===== src/rtl/fht_but_ctrl.sv =====
// Address sequencer for a radix-2 Hartley butterfly across all log2(N) stages.
// Define FHT_CTRL_BITREV_EN to bit-reverse stage-0 read addresses (natural-order input).
module fht_but_ctrl #(
    parameter int N_LOG2  = 3,
    parameter int RD_LAT  = 1,
    parameter int BUT_LAT = 2
) (
    input  logic                       iCLK,
    input  logic                       iRESET,
    input  logic                       iSTART,
    output logic                       oBUSY,
    output logic                       oDONE,
    output logic                       oRD_EN,
    output logic [N_LOG2-1:0]          oRD_ADDR_0,
    output logic [N_LOG2-1:0]          oRD_ADDR_1,
    output logic [N_LOG2-1:0]          oRD_ADDR_2,
    output logic [N_LOG2-2:0]          oCOEF_ADDR,
    output logic                       oWR_EN,
    output logic [N_LOG2-1:0]          oWR_ADDR_0,
    output logic [N_LOG2-1:0]          oWR_ADDR_1,
    output logic                       oBANK,
    output logic [$clog2(N_LOG2)-1:0]  oSTAGE
);
    localparam int PIPE_LAT = RD_LAT + BUT_LAT + 1;
    localparam int SW = $clog2(N_LOG2);
    localparam int JW = N_LOG2 - 1;
    localparam int DW = $clog2(PIPE_LAT + 1);

    typedef enum logic [1:0] {S_IDLE, S_RUN, S_DRAIN, S_DONE} state_t;

    typedef struct packed {
        logic [N_LOG2-1:0] x0;
        logic [N_LOG2-1:0] x1;
        logic [N_LOG2-1:0] x2;
        logic [JW-1:0]     coef;
    } bfly_t;

    state_t            state;
    logic [SW-1:0]     stage, nxt_s;
    logic [JW-1:0]     idx, nxt_j;
    logic [DW-1:0]     dcnt;
    logic [N_LOG2-1:0] x0_q, nat0, nat1;
    logic              issue, dlast, slast;
    bfly_t             bf, rd;

    logic              dl_en [PIPE_LAT];
    logic [N_LOG2-1:0] dl_a0 [PIPE_LAT];
    logic [N_LOG2-1:0] dl_a1 [PIPE_LAT];

    // Butterfly j of stage s: k = low s bits of j, group base = j with a 0 inserted at bit s.
    function automatic bfly_t bfly(input logic [SW-1:0] s, input logic [JW-1:0] j);
        logic [N_LOG2-1:0] h, k, base, jj;
        bfly_t r;
        jj     = {1'b0, j};
        h      = N_LOG2'(1) << s;
        k      = jj & (h - N_LOG2'(1));
        base   = (jj >> s) << (s + 1);
        r.x0   = base + k;
        r.x1   = base + h + k;
        r.x2   = base + h + ((h - k) & (h - N_LOG2'(1)));
        r.coef = JW'(k << (JW - int'(s)));
        return r;
    endfunction

`ifdef FHT_CTRL_BITREV_EN
    function automatic logic [N_LOG2-1:0] brev(input logic [N_LOG2-1:0] a);
        logic [N_LOG2-1:0] r;
        for (int unsigned i = 0; i < N_LOG2; i++)
            r[i] = a[N_LOG2-1-i];
        return r;
    endfunction
`endif

    always_comb begin
        nxt_j = '0;
        nxt_s = '0;
        if (state == S_RUN) begin
            nxt_j = idx + JW'(1);
            nxt_s = stage;
        end else if (state == S_DRAIN) begin
            nxt_s = stage + SW'(1);
        end
        bf = bfly(nxt_s, nxt_j);
        rd = bf;
`ifdef FHT_CTRL_BITREV_EN
        if (nxt_s == '0) begin
            rd.x0 = brev(bf.x0);
            rd.x1 = brev(bf.x1);
            rd.x2 = brev(bf.x2);
        end
`endif
        dlast = (dcnt == DW'(PIPE_LAT - 1));
        slast = (stage == SW'(N_LOG2 - 1));
        issue = (state == S_IDLE && iSTART) ||
                (state == S_RUN && idx != '1) ||
                (state == S_DRAIN && dlast && !slast);
    end

    always_ff @(posedge iCLK or posedge iRESET) begin
        if (iRESET) begin
            state      <= S_IDLE;
            stage      <= '0;
            idx        <= '0;
            dcnt       <= '0;
            oBUSY      <= 1'b0;
            oDONE      <= 1'b0;
            oRD_EN     <= 1'b0;
            oRD_ADDR_0 <= '0;
            oRD_ADDR_1 <= '0;
            oRD_ADDR_2 <= '0;
            oCOEF_ADDR <= '0;
            x0_q       <= '0;
            nat0       <= '0;
            nat1       <= '0;
        end else begin
            oRD_EN     <= issue;
            oDONE      <= 1'b0;
            oRD_ADDR_0 <= x0_q;
            if (issue) begin
                stage      <= nxt_s;
                idx        <= nxt_j;
                oRD_ADDR_1 <= rd.x1;
                oRD_ADDR_2 <= rd.x2;
                oCOEF_ADDR <= rd.coef;
                x0_q       <= rd.x0;
                nat0       <= bf.x0;
                nat1       <= bf.x1;
            end
            case (state)
                S_IDLE: if (iSTART) begin
                    state <= S_RUN;
                    oBUSY <= 1'b1;
                end
                S_RUN: if (idx == '1) begin
                    state <= S_DRAIN;
                    dcnt  <= '0;
                end
                S_DRAIN: begin
                    if (!dlast) begin
                        dcnt <= dcnt + DW'(1);
                    end else if (slast) begin
                        state <= S_DONE;
                        oBUSY <= 1'b0;
                        oDONE <= 1'b1;
                    end else begin
                        state <= S_RUN;
                    end
                end
                S_DONE:  state <= S_IDLE;
                default: state <= S_IDLE;
            endcase
        end
    end

    // Write addresses ride alongside the read strobe, always in natural order.
    always_ff @(posedge iCLK or posedge iRESET) begin
        if (iRESET) begin
            for (int unsigned i = 0; i < PIPE_LAT; i++) begin
                dl_en[i] <= 1'b0;
                dl_a0[i] <= '0;
                dl_a1[i] <= '0;
            end
        end else begin
            dl_en[0] <= oRD_EN;
            dl_a0[0] <= nat0;
            dl_a1[0] <= nat1;
            for (int unsigned i = 1; i < PIPE_LAT; i++) begin
                dl_en[i] <= dl_en[i-1];
                dl_a0[i] <= dl_a0[i-1];
                dl_a1[i] <= dl_a1[i-1];
            end
        end
    end

    assign oWR_EN     = dl_en[PIPE_LAT-1];
    assign oWR_ADDR_0 = dl_a0[PIPE_LAT-1];
    assign oWR_ADDR_1 = dl_a1[PIPE_LAT-1];
    assign oSTAGE     = stage;
    assign oBANK      = stage[0];
endmodule


===== config.mk =====
export PLATFORM = sky130hd
export DESIGN_NAME = fht_but_ctrl
export DESIGN_NICKNAME = d
export VERILOG_FILES = /design/src/rtl/fht_but_ctrl.sv
export SDC_FILE = /design/constraint.sdc
export NUM_CORES = 1
export LEC_CHECK = 0
export ABC_AREA = 1
export CAP_MARGIN = 10
export CORE_UTILIZATION = 56
export CTS_CLUSTER_DIAMETER = 200
export CTS_CLUSTER_SIZE = 14
export DETAILED_ROUTE_END_ITERATION = 16
export GPL_ROUTABILITY_DRIVEN = 0
export PLACE_DENSITY_LB_ADDON = 0.15
export SLEW_MARGIN = 15
export SYNTH_ARGS = -nofsm -noshare
export SYNTH_HDL_FRONTEND = slang
export SYNTH_SLANG_ARGS = --single-unit
export TNS_END_PERCENT = 10

===== constraint.sdc =====
create_clock -name iCLK -period 5.8 [get_ports iCLK]
set_clock_uncertainty 0.1 [all_clocks]
set_input_delay 0.58 -clock iCLK [delete_from_list [all_inputs] [get_ports iCLK]]
set_output_delay 0.58 -clock iCLK [all_outputs]
set_load 0.01 [all_outputs]

* Word level (Yosys, flattened, before mapping)
Cells that the tools add are included.
** Word-level totals
- Input bits :: 3
- Output and inout bits :: 24
- Register bits :: 51
** Cells by class
- Muxes and demuxes :: 18
- Reduce and logical (&&, ||, !) cells :: 13
- Shift operators :: 4
- Bitwise operators :: 2
- Eq/ne operators :: 12
- $add $sub $neg :: 11
** Operator list (count)
- $shl 3x32->2 :: 1
- $mux 2 :: 7
- $add 3x3->3 :: 4
- $ne 2x2->1 const B :: 5
- $eq 2x2->1 const B :: 4
- $pmux 2 s4 :: 1
- $mux 1 :: 6
- $mux 3 :: 2
- $pmux 3 s2 :: 1
- $reduce_and 3->1 :: 2
- $add 2x1->2 const B :: 2
- $logic_and 1x1->1 :: 4
- $reduce_and 4->1 :: 1
- $reduce_bool 2->1 :: 2
- $add 2x1->3 const B :: 1
- $add 3x1->3 const B :: 1
- $and 2x3->3 :: 1
- $and 3x3->3 :: 1
- $eq 3x2->1 const B :: 1
- $shl 1x2->3 const A :: 1
- $shl 3x3->3 :: 1
- $shr 2x2->3 :: 1
- $sub 2x2->3 const A :: 1
- $sub 3x1->3 const B :: 1
- other kinds (7) :: 8

* Longest topological paths before layout
Gate-level depths: netlist (run 1).
- Depth in word-level cells :: 9
- Gate-level depth with buffers :: 19
- Mapped depth without buffers :: 19

* Worst setup path after synthesis (run 1)
Ideal clock, no wire load.
- Kind :: flip-flop to flip-flop
- From :: register stage[0] (netlist: oSTAGE[0])
- To :: register oRD_ADDR_2[2]
- Setup slack :: 2.202 ns
- Arrival time :: 3.433 ns
- Period minus slack after synthesis :: 3.598 ns
- Required time :: 5.635 ns
- Buffers on the path :: 0
- Stages on the path, launching flop included :: 20
- Cells stage by stage :: dfrtp_1 > inv_1 > ha_1 > inv_1 > nand3_1 > nand2_4 > ha_1 > nor2_1 > and3_2 > ha_1 > inv_1 > fa_1 > inv_1 > fa_1 > inv_1 > xor2_1 > inv_1 > nand3_1 > nand3_1 > nand2_1
** On the way
- Longest elaborated chain between the ends :: 9
- Elaborated cells on any way between the ends :: 17
** RTL lines
- start, declared :: line 39 : logic [SW-1:0] stage, nxt_s;
- start signal, assigned :: line 120 : stage <= nxt_s;
- $add 2x1->2 * :: line 81 : nxt_s = stage + SW'(1);
- $mux 2 * :: line 80 : end else if (state == S_DRAIN) begin
- $mux 2 * :: line 77 : if (state == S_RUN) begin
- named net nxt_s[1] :: line 39
- $shl 1x2->3 :: line 55 : h = N_LOG2'(1) << s;
- $sub 3x1->3 :: line 56, 60
- $and 2x3->3 :: line 56 : k = jj & (h - N_LOG2'(1));
- $sub 3x3->3 :: line 60 : r.x2 = base + h + ((h - k) & (h - N_LOG2'(1)));
- $and 3x3->3 :: line 60
- $add 3x3->3 * :: line 60
- end signal, assigned :: line 123 : oRD_ADDR_2 <= rd.x2;
- end, declared :: line 16 : output logic [N_LOG2-1:0] oRD_ADDR_2,
Mark *: on every way through the listed nets, which the timed path passes. The rest lies on a longest branch.
A chain may end at the register's enable or synchronous reset.

* Worst setup path after layout (run 1)
Ends and elaborated chain as after synthesis.

==> results of run 1 <==
state kept, by name (all words and copies together) (netlist names):
| register | flops |
|---|---|
| dl_en | 3 |
| oSTAGE | 2 |
| oWR_ADDR_0 | 3 |
| oRD_EN | 1 |
| nat0 | 3 |
| oCOEF_ADDR | 2 |
| oBUSY | 1 |
| oRD_ADDR_2 | 2 |
| idx | 2 |
| oDONE | 1 |
| dl_a0 | 9 |
| nat1 | 3 |
| state | 2 |
| dl_a1 | 9 |
| dcnt | 3 |
| oWR_ADDR_1 | 3 |
| oWR_EN | 1 |
power breakdown:
part           internal [mW]  switching [mW]  total, mW
combinational          0.318           0.450      0.769
clock                  0.109           0.108      0.217
sequential             0.480          0.0693      0.549
total                  0.907           0.628       1.54
worst min-delay path by stage:
stage	to	slack (ns)	startpoint
2_1_floorplan	dl_a0[3]	0.23	dl_a0[6]
3_3_place_gp	oWR_ADDR_1[0]	0.23	dl_a1[3]
3_5_place_dp	dl_a1[8]	0.23	dl_a1[11]
4_1_cts	dl_a1[8]	0.25	dl_a1[11]
5_1_grt	dl_a1[8]	0.26	dl_a1[11]
6_report	dl_a1[8]	0.25	dl_a1[11]
cell families after synthesis:
family | share of synthesized area, %
buf+inv | 9.640
fa+ha+maj | 11.11
compound gates | 4.085
mux | 0.4357
xor+xnor | 1.525
flops | 54.47
simple gates | 18.74
per-layer routing:
metal / share of wire, % / track usage [%] / up-vias
met4: 1.6 / 7.181 / 0
met2: 48 / 31.12 / 21
met1: 48 / 25.37 / 688
met3: 3.0 / 4.138 / 5
met5: 0 / 0 / -
li1: - / - / 714
synthesized netlist by cell type:
library cell and count:
sky130_fd_sc_hd__nand4_1 2, sky130_fd_sc_hd__o21ai_0 8, sky130_fd_sc_hd__nor2_1 12, sky130_fd_sc_hd__o21bai_1 1, sky130_fd_sc_hd__inv_1 29, sky130_fd_sc_hd__nor2_4 1, sky130_fd_sc_hd__nor2_2 2, sky130_fd_sc_hd__nand2_2 4
sky130_fd_sc_hd__nand3_1 11, sky130_fd_sc_hd__ha_1 14, sky130_fd_sc_hd__a31oi_1 1, sky130_fd_sc_hd__fa_1 4, sky130_fd_sc_hd__nand2_1 42, sky130_fd_sc_hd__o31ai_1 1, sky130_fd_sc_hd__buf_6 1, sky130_fd_sc_hd__and3_2 1
sky130_fd_sc_hd__xor2_1 3, sky130_fd_sc_hd__mux2i_1 1, sky130_fd_sc_hd__a211oi_1 1, sky130_fd_sc_hd__o21ai_1 5, sky130_fd_sc_hd__dfrtp_1 50, sky130_fd_sc_hd__nand3_4 1, sky130_fd_sc_hd__inv_2 3, sky130_fd_sc_hd__nand2_4 5
sky130_fd_sc_hd__buf_4 12, sky130_fd_sc_hd__nand3_2 3, sky130_fd_sc_hd__xnor2_1 1
area by class of cell:
| cell class | instances | area (µm²) | area share, % |
|---|---|---|---|
| multi-input combinational | 124 | 824.5 | 31.46 |
| clock buffer | 7 | 96.34 | 3.675 |
| tap | 48 | 60.06 | 2.291 |
| sequential | 50 | 1251 | 47.73 |
| clock inverter | 1 | 8.758 | 0.3341 |
| timing repair buffer | 26 | 260.3 | 9.928 |
| inverter | 32 | 120.1 | 4.582 |
cells in the final DEF (no fill, tap or decap):
cell type,netlist,layout
sky130_fd_sc_hd__a211oi_1,1,1
sky130_fd_sc_hd__a31oi_1,1,1
sky130_fd_sc_hd__and3_2,1,1
sky130_fd_sc_hd__clkbuf_8,0,7
sky130_fd_sc_hd__clkdlybuf4s50_1,0,26
sky130_fd_sc_hd__clkinv_4,0,1
sky130_fd_sc_hd__dfrtp_1,50,50
sky130_fd_sc_hd__fa_1,4,4
sky130_fd_sc_hd__ha_1,14,14
sky130_fd_sc_hd__inv_1,29,28
sky130_fd_sc_hd__inv_2,3,4
sky130_fd_sc_hd__mux2i_1,1,1
sky130_fd_sc_hd__nand2_1,42,42
sky130_fd_sc_hd__nand2_2,4,4
sky130_fd_sc_hd__nand2_4,5,5
sky130_fd_sc_hd__nand3_1,11,11
sky130_fd_sc_hd__nand3_2,3,3
sky130_fd_sc_hd__nand3_4,1,1
sky130_fd_sc_hd__nand4_1,2,2
sky130_fd_sc_hd__nor2_1,12,12
sky130_fd_sc_hd__nor2_2,2,2
sky130_fd_sc_hd__nor2_4,1,1
sky130_fd_sc_hd__o21ai_0,8,8
sky130_fd_sc_hd__o21ai_1,5,5
sky130_fd_sc_hd__o21bai_1,1,1
sky130_fd_sc_hd__o31ai_1,1,1
sky130_fd_sc_hd__xnor2_1,1,1
sky130_fd_sc_hd__xor2_1,3,3
==> results.json, run 1 <==
{
  "status": "completed",
  "min_period_ns": 3.757,
  "maxCapViolations": 0,
  "hold_slack_ns": 0.2522,
  "drive_gt1_share_pct": 12.08,
  "timing.final.max_slew_violations": 0,
  "design.die.area_um2": 4363,
  "crit-reg2reg-capture": "oRD_ADDR_2[2]",
  "final-hold-violation-count": 0,
  "grt.overflow.total": 0,
  "dpl_worst_slack_ns": 2.082,
  "post_dp_cell_area_um2": 2516,
  "rsz_0062_raised_after_global_routing": "no",
  "post-layout-total-power_mw": 1.535,
  "io-pin-count": 27,
  "vias": 1428,
  "static-leakage-power_nw": 1.295,
  "post_drt_wl_per_cell_um": 12.14,
  "fillerInstances": 314,
  "dieWidth_um": 66.05,
  "irDropWorstVdd_mv": 0.2949,
  "timing_worst_slew_pin_value_ns": 0.9631,
  "hold_depth": 0,
  "fin_crit_sh_pct": 64.78,
  "min_path_type": "register to register",
  "layout.nets": 260,
  "timing.reg2reg.worst_path_depth": 19,
  "timing.critical_path.cells": "inv_1 -> ha_1 -> inv_1 -> nand3_1 -> nand2_4 -> ha_1 -> nor2_1 -> and3_2 -> ha_1 -> inv_1 -> fa_1 -> inv_1 -> fa_1 -> inv_1 -> xor2_1 -> inv_1 -> nand3_1 -> nand3_1 -> nand2_1",
  "worst_skew_pair.late_latency_ns": 0.30,
  "timing.critical_path.mode_cell": "sky130_fd_sc_hd__inv_1",
  "finish.utilization_pct": 69.01,
  "crit_path_max_incr_delay_ns": 0.54,
  "grt_util_all_layers_pct": 19.23,
  "postCtsSetupBuffers": 0,
  "h-tree-depth": 2,
  "clk_pin_slew_worst_paths_ns": 0.09,
  "synth_largest_area_cell": "sky130_fd_sc_hd__dfrtp_1",
  "antenna_found_initial": 0,
  "placement.io_buffers": 26,
  "cts_root_buf": "sky130_fd_sc_hd__clkbuf_8",
  "layoutNonFillerInstCount": 288,
  "cp.depth": 19,
  "yosysUniqueCellTypes": 27,
  "worst_path_buf_inv": 6,
  "placedCellCount": 280,
  "ys_ff_latch": 50,
  "worst_slew_margin_rel_pct": 35.70,
  "setup.worst_path.end_class": "register",
  "die_height_um": 66.05,
  "detail_route.vias_per_cell": 4.958,
  "synth_area_um2": 2297,
  "critical_path.startpoint_type": "register",
  "timing.fmax_mhz": 266.1,
  "worst_setup_path_class": "register to register",
  "holdBufCountCts": 0,
  "initial_utilization_pct": 60.47,
  "regToRegStartpoint": "oSTAGE[0]",
  "synth_top_area_share_pct": 54.47,
  "syn_area_per_cell_um2": 10.49,
  "dr.first_iter.drc_count": 59,
  "route.detailed.drc": 0,
  "crit_arrival_ns": 3.89,
  "reg2reg_slack_ns": 2.04,
  "vias_in_the_first_global_route": 1418,
  "place.detailed.hpwl_mm": 2.654,
  "wire_length_of_the_first_global_routing_pass_mm": 6.141,
  "route.antenna.remaining_nets": 0,
  "non_filler_cell_area_final_um2": 2621,
  "net_count_of_the_mapped_netlist": 240,
  "fin_ws_ns": 2.043,
  "critPathMaxFanout": 9,
  "synthesis.yosys.warnings": 0,
  "drt-total-wl_mm": 3.497,
  "endpoint": "oRD_ADDR_2[2]",
  "yosysSeqAreaShare_pct": 54.47,
  "setup_viol": 0,
  "max-clock-path-buffers": 2,
  "slowest_stage": "sky130_fd_sc_hd__fa_1",
  "rows": 22,
  "syn_inst": 219,
  "grt_start_max_net_pins": 51,
  "dr.pass1.iters": 4,
  "cts.sink_count": 50,
  "num_antenna_cells": 0,
  "flow.area_growth_from_synthesis_pct": 14.11,
  "setup_total_negative_slack_ns": 0,
  "postCtsResizedCells": 0,
  "power_density_over_cell_area_nw_per_um2": 585.7,
  "worst_ep_required_time_ns": 5.94,
  "critPathTopFamily": "adder cells",
  "cts_tree": "built",
  "critical_path.startpoint": "oSTAGE[0]",
  "cts_made_buffers": 5,
  "synth_area_leaders": "sky130_fd_sc_hd__dfrtp_1 54%, sky130_fd_sc_hd__ha_1 7.6%, sky130_fd_sc_hd__nand2_1 6.9%",
  "core_um2": 3799
}
No activity file was read; power rests on OpenSTA's default activity.
==> run 2, diff against run 1 <==
--- a/config.mk
+++ b/config.mk
@@ -7,7 +7,7 @@
 export LEC_CHECK = 0
 export ABC_AREA = 1
 export CAP_MARGIN = 10
-export CORE_UTILIZATION = 56
+export CORE_UTILIZATION = 55
 export CTS_CLUSTER_DIAMETER = 200
 export CTS_CLUSTER_SIZE = 14
 export DETAILED_ROUTE_END_ITERATION = 16
==> constraint.sdc (replaced) <==
create_clock -name iCLK -period 3.82 [get_ports iCLK]
set_clock_uncertainty 0.1 [all_clocks]
set_input_delay 0.382 -clock iCLK [delete_from_list [all_inputs] [get_ports iCLK]]
set_output_delay 0.382 -clock iCLK [all_outputs]
set_load 0.01 [all_outputs]
==> results.json, run 2 (same netlist as run 1, synthesis figures left out) <==
{
  "hold_slack_ns": 0.2531,
  "antenna_found_initial": 0,
  "cts.sink_count": 50,
  "regArea_um2": 1254,
  "holdBufCountCts": 0,
  "route.detailed.drc": 0,
  "place.detailed.hpwl_mm": 2.613,
  "timing.fmax_mhz": 284.5,
  "design.die.area_um2": 4439,
  "power_frac_comb_pct": 51.6,
  "grt_util_all_layers_pct": 19.22,
  "clk_pin_slew_worst_paths_ns": 0.09,
  "status": "completed",
  "mostFrequentLayoutCells": "48 x sky130_fd_sc_hd__dfrtp_1, 42 x sky130_fd_sc_hd__nand2_1, 27 x sky130_fd_sc_hd__inv_1, 26 x sky130_fd_sc_hd__clkdlybuf4s50_1, 13 x sky130_fd_sc_hd__ha_1",
  "timing_worst_slew_pin_value_ns": 1.001,
  "non_filler_cell_area_final_um2": 2711,
  "static-leakage-power_nw": 1.324,
  "dr.pass1.iters": 4,
  "timing.final.max_slew_violations": 0,
  "layout.nets": 266,
  "min_path_type": "register to register",
  "fillerInstances": 311,
  "rows": 23,
  "worst_slew_margin_rel_pct": 33.17,
  "critPathMaxFanout": 9,
  "route.antenna.remaining_nets": 0,
  "wire_length_of_the_first_global_routing_pass_mm": 6.223,
  "die_height_um": 66.63,
  "cts_made_buffers": 5,
  "crit_arrival_ns": 3.65,
  "dieWidth_um": 66.63,
  "vias_in_the_first_global_route": 1357,
  "worst_setup_path_class": "register to register",
  "worst_ep_required_time_ns": 3.96,
  "drt-total-wl_mm": 3.696,
  "core_um2": 4000,
  "max-clock-path-buffers": 2,
  "irDropWorstVdd_mv": 0.5550,
  "power_density_over_cell_area_nw_per_um2": 921.1,
  "io-pin-count": 27,
  "vias": 1440,
  "setup.worst_path.end_class": "register",
  "layout.cells.most_common": "sky130_fd_sc_hd__dfrtp_1",
  "h-tree-depth": 2,
  "clock_power_share_pct": 15.3,
  "final-hold-violation-count": 0,
  "flow.area_growth_from_synthesis_pct": 18.03,
  "cell_internal_pwr_mw": 1.495,
  "dr.first_iter.drc_count": 122,
  "cts_root_buf": "sky130_fd_sc_hd__clkbuf_8",
  "setup_viol": 0,
  "grt.overflow.total": 0,
  "fin_crit_sh_pct": 92.03,
  "setup_total_negative_slack_ns": 0,
  "critical_path.startpoint_type": "register",
  "sequentialPowerShare_pct": 33.1,
  "min_period_ns": 3.515,
  "grt_start_max_net_pins": 51,
  "cts_tree": "built",
  "placement.io_buffers": 26,
  "switching_power_of_the_nets_mw": 1.002,
  "drive_gt1_share_pct": 16.26,
  "initial_utilization_pct": 57.43,
  "reg_top3": "dl_a0 (9), dl_a1 (9)",
  "multi_input_area_um2": 844.6,
  "maxCapViolations": 0,
  "rsz_0062_raised_after_global_routing": "no",
  "detail_route.vias_per_cell": 4.865,
  "post_drt_wl_per_cell_um": 12.49,
  "worst_skew_pair.late_latency_ns": 0.29,
  "post_dp_cell_area_um2": 2534,
  "num_antenna_cells": 0,
  "power.switching_fraction_pct": 40.12
}
[run 2: cell types whose count changed in the layout (fill, tap and decap cells not counted), sizes merged]
cell	before	now
buf	0	6
clkinv	1	0
bufinv	0	1
clkbuf	7	6
clkinvlp	0	1
[run 2: final timing paths]
path,to,cells past startpoint,startpoint,slack (ns)
min in group asynchronous,oWR_ADDR_1[1],2,iRESET,0.55
hold reg to reg,dl_a0[4],0,dl_a0[7],0.25
max in group asynchronous,state[0],2,iRESET,2.39
setup reg to reg,oRD_ADDR_2[2],18,oSTAGE[1],0.30
hold / removal,dl_a0[4],0,dl_a0[7],0.25
setup / recovery,oRD_ADDR_2[2],18,oSTAGE[1],0.30
[run 2: repair_timing]
item                       4_1_cts  5_1_grt
resized for setup                0        6
buffers inserted                 0        4
setup endpoints to repair        0        1
[run 2: layer usage]
metal  vias up  share of wire [%]  track usage (%)
met5         -                  0                0
met4         0                1.2            7.181
met3         4                2.7            4.281
met2        17                 48            28.28
met1       699                 48            27.62
li1        720                  -                -
[run 2: area by class of cell]
cell class / count / share of cell area [%]
multi-input combinational: 124 / 31.15
clock buffer: 6 / 3.046
sequential: 50 / 46.24
timing repair buffer: 32 / 11.26
inverter: 32 / 4.569
clock inverter: 2 / 1.431
tap: 50 / 2.307
[run 2: power groups by stage]
stage,Clock (mW),Sequential [mW],Combinational [mW]
finish,0.383,0.826,1.29
global route,0.413,0.852,1.46
CTS,0.392,0.827,1.22
detailed placement,0,0.838,1.20
global placement,0,0.828,1.17
floorplan,0,0.842,0.879
[run 2: critical path, cell delays in order (launching register included)]
cell,delay (ns)
sky130_fd_sc_hd__dfrtp_1,0.43
sky130_fd_sc_hd__ha_1,0.28
sky130_fd_sc_hd__inv_1,0.05
sky130_fd_sc_hd__nand3_1,0.12
sky130_fd_sc_hd__nand2_4,0.16
sky130_fd_sc_hd__ha_4,0.23
sky130_fd_sc_hd__nor2_4,0.12
sky130_fd_sc_hd__and3_2,0.20
sky130_fd_sc_hd__ha_1,0.13
sky130_fd_sc_hd__inv_1,0.05
sky130_fd_sc_hd__fa_1,0.54
sky130_fd_sc_hd__inv_1,0.08
sky130_fd_sc_hd__fa_1,0.41
sky130_fd_sc_hd__inv_1,0.08
sky130_fd_sc_hd__xor2_1,0.19
sky130_fd_sc_hd__inv_1,0.06
sky130_fd_sc_hd__nand3_1,0.08
sky130_fd_sc_hd__nand3_1,0.08
sky130_fd_sc_hd__nand2_1,0.07
[run 2: through the flow]
stage	power [mW]	instances	setup slack, ns	util [%]
global placement	2.002	284	0.2647	63.34
finish	2.497	296	0.3046	67.78
floorplan	1.722	219	0.2221	-
global route	2.725	296	0.02482	67.78
CTS	2.436	292	0.1582	66.37
detailed placement	2.036	284	0.1847	63.34
==> run 3, diff against run 2 <==
--- a/config.mk
+++ b/config.mk
@@ -7,7 +7,9 @@
 export LEC_CHECK = 0
 export ABC_AREA = 1
 export CAP_MARGIN = 10
-export CORE_UTILIZATION = 55
+export CELL_PAD_IN_SITES_DETAIL_PLACEMENT = 2
+export CELL_PAD_IN_SITES_GLOBAL_PLACEMENT = 2
+export CORE_UTILIZATION = 36
 export CTS_CLUSTER_DIAMETER = 200
 export CTS_CLUSTER_SIZE = 14
 export DETAILED_ROUTE_END_ITERATION = 16
==> results.json, run 3 (same netlist as run 1, synthesis figures left out) <==
{
  "status": "completed",
  "worst_path_buf_inv": 6,
  "irDropWorstVdd_mv": 0.3473,
  "timing.critical_path.mode_cell": "sky130_fd_sc_hd__inv_1",
  "place.detailed.hpwl_mm": 3.758,
  "cts.sink_count": 50,
  "cts_made_buffers": 5,
  "layout.nets": 268,
  "setup_viol": 0,
  "crit-reg2reg-capture": "oRD_ADDR_2[2]",
  "critical_path.startpoint_type": "register",
  "worst_skew_pair.late_latency_ns": 0.31,
  "timing_worst_slew_pin_value_ns": 0.8577,
  "dr.pass1.iters": 4,
  "clk_pin_slew_worst_paths_ns": 0.10,
  "worst_setup_path_class": "register to register",
  "h-tree-depth": 2,
  "antenna_found_initial": 0,
  "critPathTopFamily": "adder cells",
  "fillerInstances": 624,
  "final-hold-violation-count": 0,
  "mostFrequentLayoutCells": "48 x sky130_fd_sc_hd__dfrtp_1, 40 x sky130_fd_sc_hd__nand2_1, 27 x sky130_fd_sc_hd__inv_1, 26 x sky130_fd_sc_hd__clkdlybuf4s50_1, 13 x sky130_fd_sc_hd__ha_1",
  "timing.fmax_mhz": 282.1,
  "drive_gt1_share_pct": 18.15,
  "critical_path.startpoint": "state[0]",
  "critPathMaxFanout": 6,
  "grt.overflow.total": 0,
  "core_um2": 6026,
  "die_height_um": 81.88,
  "vias_in_the_first_global_route": 1688,
  "cts_root_buf": "sky130_fd_sc_hd__clkbuf_8",
  "vias": 1532,
  "slowest_stage": "sky130_fd_sc_hd__fa_1",
  "max-clock-path-buffers": 2,
  "static-leakage-power_nw": 1.324,
  "detail_route.vias_per_cell": 4.743,
  "layoutNonFillerInstCount": 323,
  "cts_tree": "built",
  "worst_slew_margin_rel_pct": 42.75,
  "power_density_over_cell_area_nw_per_um2": 922.7,
  "regToRegStartpoint": "state[0]",
  "placedCellCount": 309,
  "timing.critical_path.cells": "inv_2 -> nand2_2 -> nand2_4 -> nand2_4 -> clkinvlp_4 -> ha_4 -> nor2_4 -> and3_2 -> ha_1 -> inv_1 -> fa_1 -> inv_1 -> fa_1 -> inv_1 -> xor2_2 -> inv_1 -> nand3_1 -> nand3_1 -> nand2_1",
  "fin_crit_sh_pct": 92.81,
  "io-pin-count": 27,
  "grt_util_all_layers_pct": 17.42,
  "reg2reg_slack_ns": 0.27,
  "reg_top3": "dl_a0 (9), dl_a1 (9)",
  "drt-total-wl_mm": 5.050,
  "setup.worst_path.end_class": "register",
  "route.antenna.remaining_nets": 0,
  "crit_path_max_incr_delay_ns": 0.55,
  "timing.final.max_slew_violations": 0,
  "min_path_type": "register to register",
  "layout.cells.most_common": "sky130_fd_sc_hd__dfrtp_1",
  "timing.reg2reg.worst_path_depth": 19,
  "endpoint": "oRD_ADDR_2[2]",
  "min_period_ns": 3.545,
  "finish.utilization_pct": 45.60,
  "dr.first_iter.drc_count": 44,
  "dieWidth_um": 81.88,
  "worst_ep_required_time_ns": 3.97,
  "flow.area_growth_from_synthesis_pct": 19.61,
  "post_drt_wl_per_cell_um": 15.63,
  "route.detailed.drc": 0,
  "placement.io_buffers": 26,
  "cp.depth": 19,
  "initial_utilization_pct": 38.12,
  "design.die.area_um2": 6704,
  "maxCapViolations": 0,
  "wire_length_of_the_first_global_routing_pass_mm": 8.535,
  "grt_start_max_net_pins": 51,
  "crit_arrival_ns": 3.70,
  "rows": 28,
  "num_antenna_cells": 0
}
-- run 3: cell count changes in the layout (fill, tap and decap cells not counted), sizes merged --
cell    change
clkbuf      -1
inv         -1
bufinv      -1
clkinv      +3
buf         +2
-- run 3: routing by layer --
metal	vias up	track usage, %	part of all wire (%)
met5	-	0	0
met4	0	6.316	1.5
met3	6	3.111	2.1
met2	18	30.50	53
met1	784	21.28	44
li1	724	-	-
-- run 3: layout make-up --
type	count	area (µm²)	area share (%)
inverters	32	125.1	4.554
flip-flops and latches	50	1254	45.63
multi-input cells	124	857.1	31.19
repair buffers	34	320.3	11.66
well taps	75	93.84	3.415
clock buffers	5	68.82	2.505
clock inverters	3	28.78	1.047
-- run 3: how the worst min path moves through the flow --
| stage | from | endpoint | slack [ns] | depth (start not counted) |
|---|---|---|---|---|
| 2_1_floorplan | dl_a0[6] | dl_a0[3] | 0.23 | 0 |
| 5_1_grt | dl_a1[10] | dl_a1[7] | 0.25 | 0 |
| 6_report | dl_a1[10] | dl_a1[7] | 0.25 | 0 |
| 3_3_place_gp | dl_en[2] | dl_en[1] | 0.23 | 0 |
| 3_5_place_dp | dl_a1[10] | dl_a1[7] | 0.24 | 0 |
| 4_1_cts | dl_a1[10] | dl_a1[7] | 0.25 | 0 |
-- run 3: power breakdown --
group	internal [mW]	switching, mW
registers	0.730	0.107
clock network	0.136	0.192
logic	0.571	0.799
total	1.44	1.10
-- run 3: through the flow --
stage	setup slack [ns]	hold slack [ns]	total power [mW]	instance area [µm²]	TNS, ns
finish	0.2746	0.2513	2.535	2748	0
detailed placement	0.03445	0.2358	2.138	2565	0
global route	-0.003526	0.2545	2.778	2748	-0.003526
CTS	0.04339	0.2526	2.479	2665	0
floorplan	0.2221	0.2312	1.722	2297	0
global placement	0.1902	0.2314	2.062	2565	0
-- run 3: repair_timing --
action,in CTS,in global routing
gates resized for setup,2,7
setup endpoints to repair,1,1
cloned,0,0
hold buffers,0,0
buffers inserted,0,6
endpoints found under the hold margin,0,0
